--- config.mk ---
export PLATFORM = sky130hd
export DESIGN_NAME = axil_timer_irq
export DESIGN_NICKNAME = d
export VERILOG_FILES = /design/src/rtl/axil_timer_irq.sv
export SDC_FILE = /design/constraint.sdc
export NUM_CORES = 1
export LEC_CHECK = 0
export CORE_UTILIZATION = 37
export DETAILED_ROUTE_END_ITERATION = 10
export GPL_TIMING_DRIVEN = 0
export SLEW_MARGIN = 20
export SYNTH_ARGS = -nofsm -noshare
export SYNTH_HDL_FRONTEND = slang
export SYNTH_SLANG_ARGS = --single-unit
--- constraint.sdc ---
create_clock -name clk_i -period 6.6 [get_ports clk_i]
set_input_delay 1.32 -clock clk_i [delete_from_list [all_inputs] [get_ports clk_i]]
set_output_delay 1.32 -clock clk_i [all_outputs]
set_load 0.02 [all_outputs]
--- src/rtl/axil_timer_irq.sv ---
// -----------------------------------------------------------------------------
// axil_timer_irq
//
// AXI4-Lite slave timer peripheral. It provides a 32-bit up-counter, an
// optional prescaler, a compare match, a sticky pending flag (write-1-to-clear)
// and a maskable, registered interrupt level.
//
// Configuration macro:
//   TIMER_PRESCALER_EN - when defined, the PRESCALE register and the prescale
//                        counter are built. When undefined, the timer ticks on
//                        every enabled cycle, PRESCALE reads 0, and writes to
//                        PRESCALE are accepted with an OKAY response and ignored.
//
// Parameters:
//   AW      - AXI-Lite address width. Only addr[4:2] is decoded. AW must be
//             greater than 5.
//   RST_CMP - reset value of the COMPARE register.
//
// Ports:
//   clk_i, rst_i        - clock (rising edge); asynchronous, active-high reset
//   S_AXIL_AW*          - write address channel (AWADDR, AWVALID, AWREADY)
//   S_AXIL_W*           - write data channel (WDATA, WSTRB, WVALID, WREADY)
//   S_AXIL_B*           - write response channel (BRESP, BVALID, BREADY)
//   S_AXIL_AR*          - read address channel (ARADDR, ARVALID, ARREADY)
//   S_AXIL_R*           - read data channel (RDATA, RRESP, RVALID, RREADY)
//   irq_o               - interrupt level, registered copy of pend & ie
//
// Register map (addr[4:2]):
//   0 CTRL     [0] en, [1] autoreload, [2] ie
//   1 STATUS   [0] pend (write 1 to clear)
//   2 COUNT    32-bit read/write
//   3 COMPARE  32-bit read/write
//   4 PRESCALE [15:0] read/write
//   5-7        read as 0; writes are ignored
// -----------------------------------------------------------------------------
`ifndef AW_AXIL
`define AW_AXIL 32
`endif

module axil_timer_irq #(
  parameter int          AW      = `AW_AXIL,
  parameter logic [31:0] RST_CMP = 32'hFFFF_FFFF
) (
  input  logic          clk_i,
  input  logic          rst_i,
  // write address channel
  input  logic [AW-1:0] S_AXIL_AWADDR,
  input  logic          S_AXIL_AWVALID,
  output logic          S_AXIL_AWREADY,
  // write data channel
  input  logic [31:0]   S_AXIL_WDATA,
  input  logic [3:0]    S_AXIL_WSTRB,
  input  logic          S_AXIL_WVALID,
  output logic          S_AXIL_WREADY,
  // write response channel
  output logic [1:0]    S_AXIL_BRESP,
  output logic          S_AXIL_BVALID,
  input  logic          S_AXIL_BREADY,
  // read address channel
  input  logic [AW-1:0] S_AXIL_ARADDR,
  input  logic          S_AXIL_ARVALID,
  output logic          S_AXIL_ARREADY,
  // read data channel
  output logic [31:0]   S_AXIL_RDATA,
  output logic [1:0]    S_AXIL_RRESP,
  output logic          S_AXIL_RVALID,
  input  logic          S_AXIL_RREADY,
  // interrupt
  output logic          irq_o
);

  localparam logic [2:0] A_CTRL     = 3'd0;
  localparam logic [2:0] A_STATUS   = 3'd1;
  localparam logic [2:0] A_COUNT    = 3'd2;
  localparam logic [2:0] A_COMPARE  = 3'd3;
  localparam logic [2:0] A_PRESCALE = 3'd4;

  // Byte-lane merge: only the lanes enabled in strb take the new data.
  function automatic logic [31:0] merge_bytes(input logic [31:0] old_val,
                                              input logic [31:0] new_val,
                                              input logic [3:0]  strb);
    logic [31:0] res;
    res = old_val;
    for (int b = 0; b < 4; b++) begin
      if (strb[b]) res[8*b +: 8] = new_val[8*b +: 8];
    end
    return res;
  endfunction

  // ---------------------------------------------------------------------------
  // State
  // ---------------------------------------------------------------------------
  logic        aw_full_q, aw_full_d;
  logic [2:0]  aw_sel_q,  aw_sel_d;
  logic        w_full_q,  w_full_d;
  logic [31:0] wdata_q,   wdata_d;
  logic [3:0]  wstrb_q,   wstrb_d;
  logic        bvalid_q,  bvalid_d;

  logic        rvalid_q,  rvalid_d;
  logic [31:0] rdata_q,   rdata_d;

  logic        en_q, en_d;
  logic        ar_q, ar_d;
  logic        ie_q, ie_d;
  logic        pend_q, pend_d;
  logic [31:0] count_q, count_d;
  logic [31:0] compare_q, compare_d;
  logic        irq_q, irq_d;

  // ---------------------------------------------------------------------------
  // Write channel
  // ---------------------------------------------------------------------------
  logic        aw_hs, w_hs, wr_commit;
  logic [2:0]  wr_sel;
  logic [31:0] wr_data;
  logic [3:0]  wr_strb;
  logic        wr_ctrl, wr_status, wr_count, wr_compare, wr_prescale;

  // No new beat is taken while a response is outstanding.
  assign S_AXIL_AWREADY = ~aw_full_q & ~bvalid_q;
  assign S_AXIL_WREADY  = ~w_full_q  & ~bvalid_q;

  assign aw_hs = S_AXIL_AWVALID & S_AXIL_AWREADY;
  assign w_hs  = S_AXIL_WVALID  & S_AXIL_WREADY;

  // A half is available either from its holding register or from a handshake
  // happening this cycle, so the write commits as soon as the later half lands.
  assign wr_commit = (aw_full_q | aw_hs) & (w_full_q | w_hs);
  assign wr_sel    = aw_full_q ? aw_sel_q : S_AXIL_AWADDR[4:2];
  assign wr_data   = w_full_q  ? wdata_q  : S_AXIL_WDATA;
  assign wr_strb   = w_full_q  ? wstrb_q  : S_AXIL_WSTRB;

  assign wr_ctrl     = wr_commit & (wr_sel == A_CTRL);
  assign wr_status   = wr_commit & (wr_sel == A_STATUS);
  assign wr_count    = wr_commit & (wr_sel == A_COUNT);
  assign wr_compare  = wr_commit & (wr_sel == A_COMPARE);
  assign wr_prescale = wr_commit & (wr_sel == A_PRESCALE);

  always_comb begin
    aw_full_d = aw_full_q;
    aw_sel_d  = aw_sel_q;
    w_full_d  = w_full_q;
    wdata_d   = wdata_q;
    wstrb_d   = wstrb_q;
    bvalid_d  = bvalid_q;

    if (aw_hs) begin
      aw_full_d = 1'b1;
      aw_sel_d  = S_AXIL_AWADDR[4:2];
    end
    if (w_hs) begin
      w_full_d = 1'b1;
      wdata_d  = S_AXIL_WDATA;
      wstrb_d  = S_AXIL_WSTRB;
    end

    if (wr_commit) begin
      aw_full_d = 1'b0;
      w_full_d  = 1'b0;
      bvalid_d  = 1'b1;
    end else if (bvalid_q && S_AXIL_BREADY) begin
      bvalid_d = 1'b0;
    end
  end

  assign S_AXIL_BVALID = bvalid_q;
  assign S_AXIL_BRESP  = 2'b00;

  // ---------------------------------------------------------------------------
  // Tick generation
  // ---------------------------------------------------------------------------
  logic        tick;
  logic [31:0] prescale_rd;

`ifdef TIMER_PRESCALER_EN
  logic [15:0] prescale_q, prescale_d;
  logic [15:0] psc_cnt_q,  psc_cnt_d;

  // The prescale counter runs 0..PRESCALE; the tick fires on the last value.
  assign tick        = en_q & (psc_cnt_q == prescale_q);
  assign prescale_rd = {16'h0000, prescale_q};

  always_comb begin
    prescale_d = prescale_q;
    if (wr_prescale) begin
      if (wr_strb[0]) prescale_d[7:0]  = wr_data[7:0];
      if (wr_strb[1]) prescale_d[15:8] = wr_data[15:8];
    end

    psc_cnt_d = psc_cnt_q;
    if (en_q) psc_cnt_d = tick ? 16'h0000 : psc_cnt_q + 16'h0001;
  end

  always_ff @(posedge clk_i or posedge rst_i) begin
    if (rst_i) begin
      prescale_q <= 16'h0000;
      psc_cnt_q  <= 16'h0000;
    end else begin
      prescale_q <= prescale_d;
      psc_cnt_q  <= psc_cnt_d;
    end
  end
`else
  // Without a prescaler every enabled cycle is a tick; PRESCALE writes are
  // acknowledged but have no storage behind them.
  logic unused_prescale_wr;
  assign unused_prescale_wr = wr_prescale;
  assign tick               = en_q;
  assign prescale_rd        = 32'h0000_0000;
`endif

  // ---------------------------------------------------------------------------
  // Timer registers
  // ---------------------------------------------------------------------------
  logic count_match;
  assign count_match = (count_q == compare_q);

  always_comb begin
    en_d      = en_q;
    ar_d      = ar_q;
    ie_d      = ie_q;
    pend_d    = pend_q;
    count_d   = count_q;
    compare_d = compare_q;

    if (wr_ctrl && wr_strb[0]) begin
      en_d = wr_data[0];
      ar_d = wr_data[1];
      ie_d = wr_data[2];
    end

    if (wr_compare) compare_d = merge_bytes(compare_q, wr_data, wr_strb);

    // Software write to COUNT wins over the tick update of the same cycle.
    if (wr_count) begin
      count_d = merge_bytes(count_q, wr_data, wr_strb);
    end else if (tick) begin
      count_d = (ar_q && count_match) ? 32'h0000_0000 : count_q + 32'd1;
    end

    // Hardware set is applied after the W1C so that it wins a same-cycle race.
    if (wr_status && wr_strb[0] && wr_data[0]) pend_d = 1'b0;
    if (tick && count_match)                   pend_d = 1'b1;
  end

  // irq is built from registered sources only, so it trails pend/ie by a cycle.
  assign irq_d = pend_q & ie_q;
  assign irq_o = irq_q;

  // ---------------------------------------------------------------------------
  // Read channel
  // ---------------------------------------------------------------------------
  logic        ar_hs;
  logic [31:0] rd_mux;

  assign S_AXIL_ARREADY = ~rvalid_q;
  assign ar_hs          = S_AXIL_ARVALID & S_AXIL_ARREADY;

  // Reads sample the current registers, so a read in a commit cycle returns
  // the value from before the write.
  always_comb begin
    rd_mux = 32'h0000_0000;
    case (S_AXIL_ARADDR[4:2])
      A_CTRL:     rd_mux = {29'h0, ie_q, ar_q, en_q};
      A_STATUS:   rd_mux = {31'h0, pend_q};
      A_COUNT:    rd_mux = count_q;
      A_COMPARE:  rd_mux = compare_q;
      A_PRESCALE: rd_mux = prescale_rd;
      default:    rd_mux = 32'h0000_0000;
    endcase
  end

  always_comb begin
    rvalid_d = rvalid_q;
    rdata_d  = rdata_q;
    if (ar_hs) begin
      rvalid_d = 1'b1;
      rdata_d  = rd_mux;
    end else if (rvalid_q && S_AXIL_RREADY) begin
      rvalid_d = 1'b0;
    end
  end

  assign S_AXIL_RVALID = rvalid_q;
  assign S_AXIL_RDATA  = rdata_q;
  assign S_AXIL_RRESP  = 2'b00;

  // Only addr[4:2] is decoded; the remaining address bits are don't-care.
  logic unused_addr_bits;
  assign unused_addr_bits = ^{S_AXIL_AWADDR[AW-1:5], S_AXIL_AWADDR[1:0],
                              S_AXIL_ARADDR[AW-1:5], S_AXIL_ARADDR[1:0]};

  // ---------------------------------------------------------------------------
  // Sequential state
  // ---------------------------------------------------------------------------
  always_ff @(posedge clk_i or posedge rst_i) begin
    if (rst_i) begin
      aw_full_q <= 1'b0;
      aw_sel_q  <= 3'd0;
      w_full_q  <= 1'b0;
      wdata_q   <= 32'h0000_0000;
      wstrb_q   <= 4'h0;
      bvalid_q  <= 1'b0;
      rvalid_q  <= 1'b0;
      rdata_q   <= 32'h0000_0000;
      en_q      <= 1'b0;
      ar_q      <= 1'b0;
      ie_q      <= 1'b0;
      pend_q    <= 1'b0;
      count_q   <= 32'h0000_0000;
      compare_q <= RST_CMP;
      irq_q     <= 1'b0;
    end else begin
      aw_full_q <= aw_full_d;
      aw_sel_q  <= aw_sel_d;
      w_full_q  <= w_full_d;
      wdata_q   <= wdata_d;
      wstrb_q   <= wstrb_d;
      bvalid_q  <= bvalid_d;
      rvalid_q  <= rvalid_d;
      rdata_q   <= rdata_d;
      en_q      <= en_d;
      ar_q      <= ar_d;
      ie_q      <= ie_d;
      pend_q    <= pend_d;
      count_q   <= count_d;
      compare_q <= compare_d;
      irq_q     <= irq_d;
    end
  end

endmodule

Word-level counts from Yosys, hierarchy flattened:

Index checks and enable logic that the tools add are counted.

* output and inout bits: 42
* input port bits: 107
* bits in registers: 144

* $add $sub $neg: 1
* multiplexer cells: 21
* equality and inequality tests: 11
* bitwise gates (word level): 17
* reduce and logical (&&, ||, !) cells: 23

Operators with widths (number)
* 32-bit 2-to-1 mux: 4
* 32-bit one-hot mux with 4 select lines: 1
* 32-bit by 1-bit adder with 32-bit output, second input constant: 1
* 32-bit equality test: 1
* 8-bit 2-to-1 mux: 4
* 2-bit AND reduction: 8
* 3-bit by 2-bit equality test with 1-bit output, second input constant: 4
* 2-bit nonzero test: 6
* 1-bit AND: 11
* 1-bit 2-to-1 mux: 10
* 2-bit != test, second input constant: 4
* 1-bit logical AND: 7
* 3-bit by 1-bit equality test with 1-bit output, second input constant: 2
* 3-bit zero test: 2
* 4-bit 2-to-1 mux: 1
* 1-bit NOT: 4
* 3-bit 2-to-1 mux: 1
* 1-bit OR: 2

Depth between registers and ports, before layout:

* depth after elaboration: 10
* mapped depth: 11

Worst setup path before layout:

No wires, ideal clock.

* path type: input to register
* from: input port S_AXIL_AWADDR[4]
* to: register count_q[30]
* arrival time: 2.988 ns
* cell stages on the path: 7
* required time: 6.482 ns
* path slack: 3.494 ns
* path through: or3b_1 a222oi_1 buf_4 a21o_2 o21a_1 mux2_1 a21o_1

* cells in the longest elaborated chain, start to end: 5

Ends and longest elaborated chain
* start, declared: line 47 `input logic [AW-1:0] S_AXIL_AWADDR,`
* 3-bit 2-to-1 mux (*): line 130 `assign wr_sel = aw_full_q ? aw_sel_q : S_AXIL_AWADDR[4:2];`
* 3-bit by 2-bit equality test with 1-bit output (*): line 136 `assign wr_count = wr_commit & (wr_sel == A_COUNT);`
* 1-bit AND (*): line 136
* 2-bit != test (no line) / 2-bit nonzero test (equally long branches)
* 2-bit AND reduction (no line)
* end signal, assigned: line 327 `count_q <= count_d;`
* end, declared: line 107 `logic [31:0] count_q, count_d;`

Mark *: on every way between the ends. The rest lies on a longest branch, timed or not.
A chain may end at the register's enable or synchronous reset.

Worst setup path in the final report:

* from: input port S_AXIL_AWADDR[3]
* to: register count_q[25]

Same word-level chain as after synthesis.

==> run metrics <==
outcome finished clean; Mean Syn Cell Area 10.2 sq um; Tmin final 3.61 ns; Startpoint Class input pin; die area 21000 sq um; Sw Ratio 0.374; Req. time, crit path 6.95 ns; R2R setup slack 3.76 ns; Psw 0.00149 W; Sink Count 144; 1st-pass router iterations 5; post-CTS setup buffer count 0; largest net degree at the start of global routing 91; minimum hold slack 0.476 ns; vias in the first global route 5958; commonest non-fill, non-tap cell in the layout dfrtp_1; GRT overflow 0; DR vias/cell 5.46; Post-synth EDFFs 0; Layout area overhead 24.1%; fill count 1861; residual DRC count 0; synthesized area 7550 sq um; Slew Limit Fails 0; number of library cell types mapped by synthesis 68; Crit Path Class input pin to register; post-route cell area 9370 sq um; Synth Flop Type dfrtp_1; Yosys warnings 0; final hold violations 0; leakage 3.64 nW; endpoint class of the critical path register; # rows 51; Combinational Power Share 0.378; Max Freq 277 MHz; Critical Path AT 3.96 ns; worst skew pair latency 0.43 ns; Slew Limit Headroom 0.257; Reg power frac 0.383; global-route wire length before repair 33800 um; initial cell density of the core 0.383; initial antenna violation count 0; Syn Inst Count 743; GRT Overall Usage 0.220; Seq/Total Area, Yosys 0.483; H-tree Lvls 4; core area 19700 sq um; Hold Path Class register to register; gpl congestion 0.885; Max-Cap Viols 0; Max clock buf depth 2; antenna cells 0; Clock Skew 0.00903 ns; wire per inst 19.3 um; CTS Root Buffer Type clkbuf_16; worst-margin pin slew 1.11 ns; Power Internal 0.00249 W; final WL 21800 um; Power per Cell Area 424 nW/um^2; IO Port Bufs 86; Finish-stage setup viols 0; via count 6169; # nets final 960; HPWL after DPL 15700 um; RSZ-0062 raised after global routing false; critical path peak fanout 10; Initial DRC Count 567; post_cts resized 0; Clk pwr share 0.239; dpl cell area 8790 sq um; number of synthesized register bits 144; share of cells above drive strength 1 0.168; Final Cycle Share 0.547; CTS tree done; Clock transition at path regs 0.06 ns; cts hold-fix bufs 0; Async SR Flop Fraction 1.00; Die Span Y 145 um; Top Ports 149; commonest cells after routing, fill and taps aside 112 x dfrtp_1, 86 x nand2_1, 86 x clkdlybuf4s50_1; Chip Width 145 um; Antenna Nets Post-Route 0; CTS buffer count 17; VDD IR-drop max 199 uV
==> sequential cells by signal, summed over array words and instances (netlist names), 3 cells and up <==
name          count
wstrb_q           4
count_q          32
S_AXIL_RDATA     32
aw_sel_q          3
compare_q        32
wdata_q          32
==> power by group through the flow <==
stage	Clock [W]	Sequential, W	Combinational, W
6_report	0.000950	0.00152	0.00150
4_1_cts	0.000966	0.00152	0.00150
5_1_grt	0.00100	0.00157	0.00163
3_3_place_gp	0	0.00152	0.00147
3_5_place_dp	0	0.00153	0.00149
2_1_floorplan	0	0.00150	0.000987
==> final cells by class <==
class | count | area (sq um) | share of cell area
Sequential cell | 144 | 3640 | 0.389
Buffer | 55 | 290 | 0.0310
Inverter | 21 | 86.3 | 0.00921
Clock buffer | 19 | 443 | 0.0473
Clock inverter | 13 | 138 | 0.0147
Timing Repair Buffer | 87 | 888 | 0.0948
Multi-Input combinational cell | 526 | 3550 | 0.379
Tap cell | 265 | 332 | 0.0354
==> synth_stat cells, types with 3 or more instances <==
cell type,n,area share
o211ai_1,5,0.0050
dfrtp_1,112,0.37
nand3_1,22,0.015
nand3b_1,4,0.0040
o22ai_1,10,0.0083
nor3b_1,8,0.0080
nand4_1,18,0.015
nor2_1,18,0.0090
buf_1,4,0.0020
buf_2,6,0.0040
o21ai_2,3,0.0035
nand2_1,86,0.043
and3_1,4,0.0033
a22oi_1,30,0.030
mux2_2,47,0.070
o32a_1,9,0.012
a21boi_0,4,0.0040
o21ai_0,73,0.048
a31oi_1,4,0.0033
nand2b_1,4,0.0033
mux2i_1,37,0.049
nor3_1,11,0.0073
nor4_1,5,0.0041
buf_4,6,0.0060
o21a_1,6,0.0060
or3_1,4,0.0033
and2_1,4,0.0033
xnor2_1,32,0.037
clkbuf_1,34,0.017
or4_1,5,0.0050
dfstp_2,32,0.11
a21oi_1,28,0.019
inv_1,21,0.010
a22o_1,6,0.0070
==> critical path, cell delays in order <==
cell             delay, ns
clkdlybuf4s50_1       0.49
or3b_1                0.36
a222oi_1              0.37
buf_4                 0.25
a21oi_1               0.14
clkbuf_1              0.37
a31oi_1               0.37
a21oi_1               0.08
nor3_1                0.20
==> path summary, 6_finish.rpt <==
kind | from | endpoint | cells after the start
worst max-delay path | S_AXIL_AWADDR[3] | count_q[25] | 9
max in group asynchronous | rst_i | compare_q[1] | 3
worst min register to register | S_AXIL_RDATA[9] | S_AXIL_RDATA[9] | 2
min in group asynchronous | rst_i | S_AXIL_RDATA[21] | 2
worst min-delay path | S_AXIL_RDATA[9] | S_AXIL_RDATA[9] | 2
worst max register to register | count_q[24] | count_q[2] | 7
==> logic make-up (layout without fill, tap and decap cells) <==
| family | count (synthesis) | in the layout | synth area share |
|---|---|---|---|
| compound gates | 202 | 202 | 0.175 |
| xor+xnor | 32 | 32 | 0.0371 |
| fa+ha+maj | 1 | 1 | 0.00166 |
| buf+inv | 76 | 195 | 0.0487 |
| flops | 144 | 144 | 0.483 |
| mux | 86 | 86 | 0.124 |
| other cells | 1 | 4 | 0.000497 |
| simple gates | 201 | 201 | 0.131 |
==> routing by layer <==
metal / part of all wire / global-route usage / vias up / routed length, um
met5: 0 / 0 / - / 0
met2: 0.44 / 0.333 / 220 / 9630
li1: - / - / 2926 / -
met1: 0.47 / 0.309 / 2990 / 10200
met3: 0.067 / 0.0451 / 33 / 1460
met4: 0.022 / 0.0809 / 0 / 482
==> per-stage QoR <==
step	power (W)	TNS (ns)	worst slack, ns	utilization	cells
final	0.00397	0	2.99	0.475	1130
after global routing	0.00420	0	2.93	0.475	1130
after CTS	0.00398	0	3.03	0.475	1130
after detailed placement	0.00302	0	2.58	0.446	1098
after global placement	0.00299	-90.09	-0.817	0.444	1097
after floorplan	0.00249	0	1.47	-	746
Power figures use the tool's default switching activity.
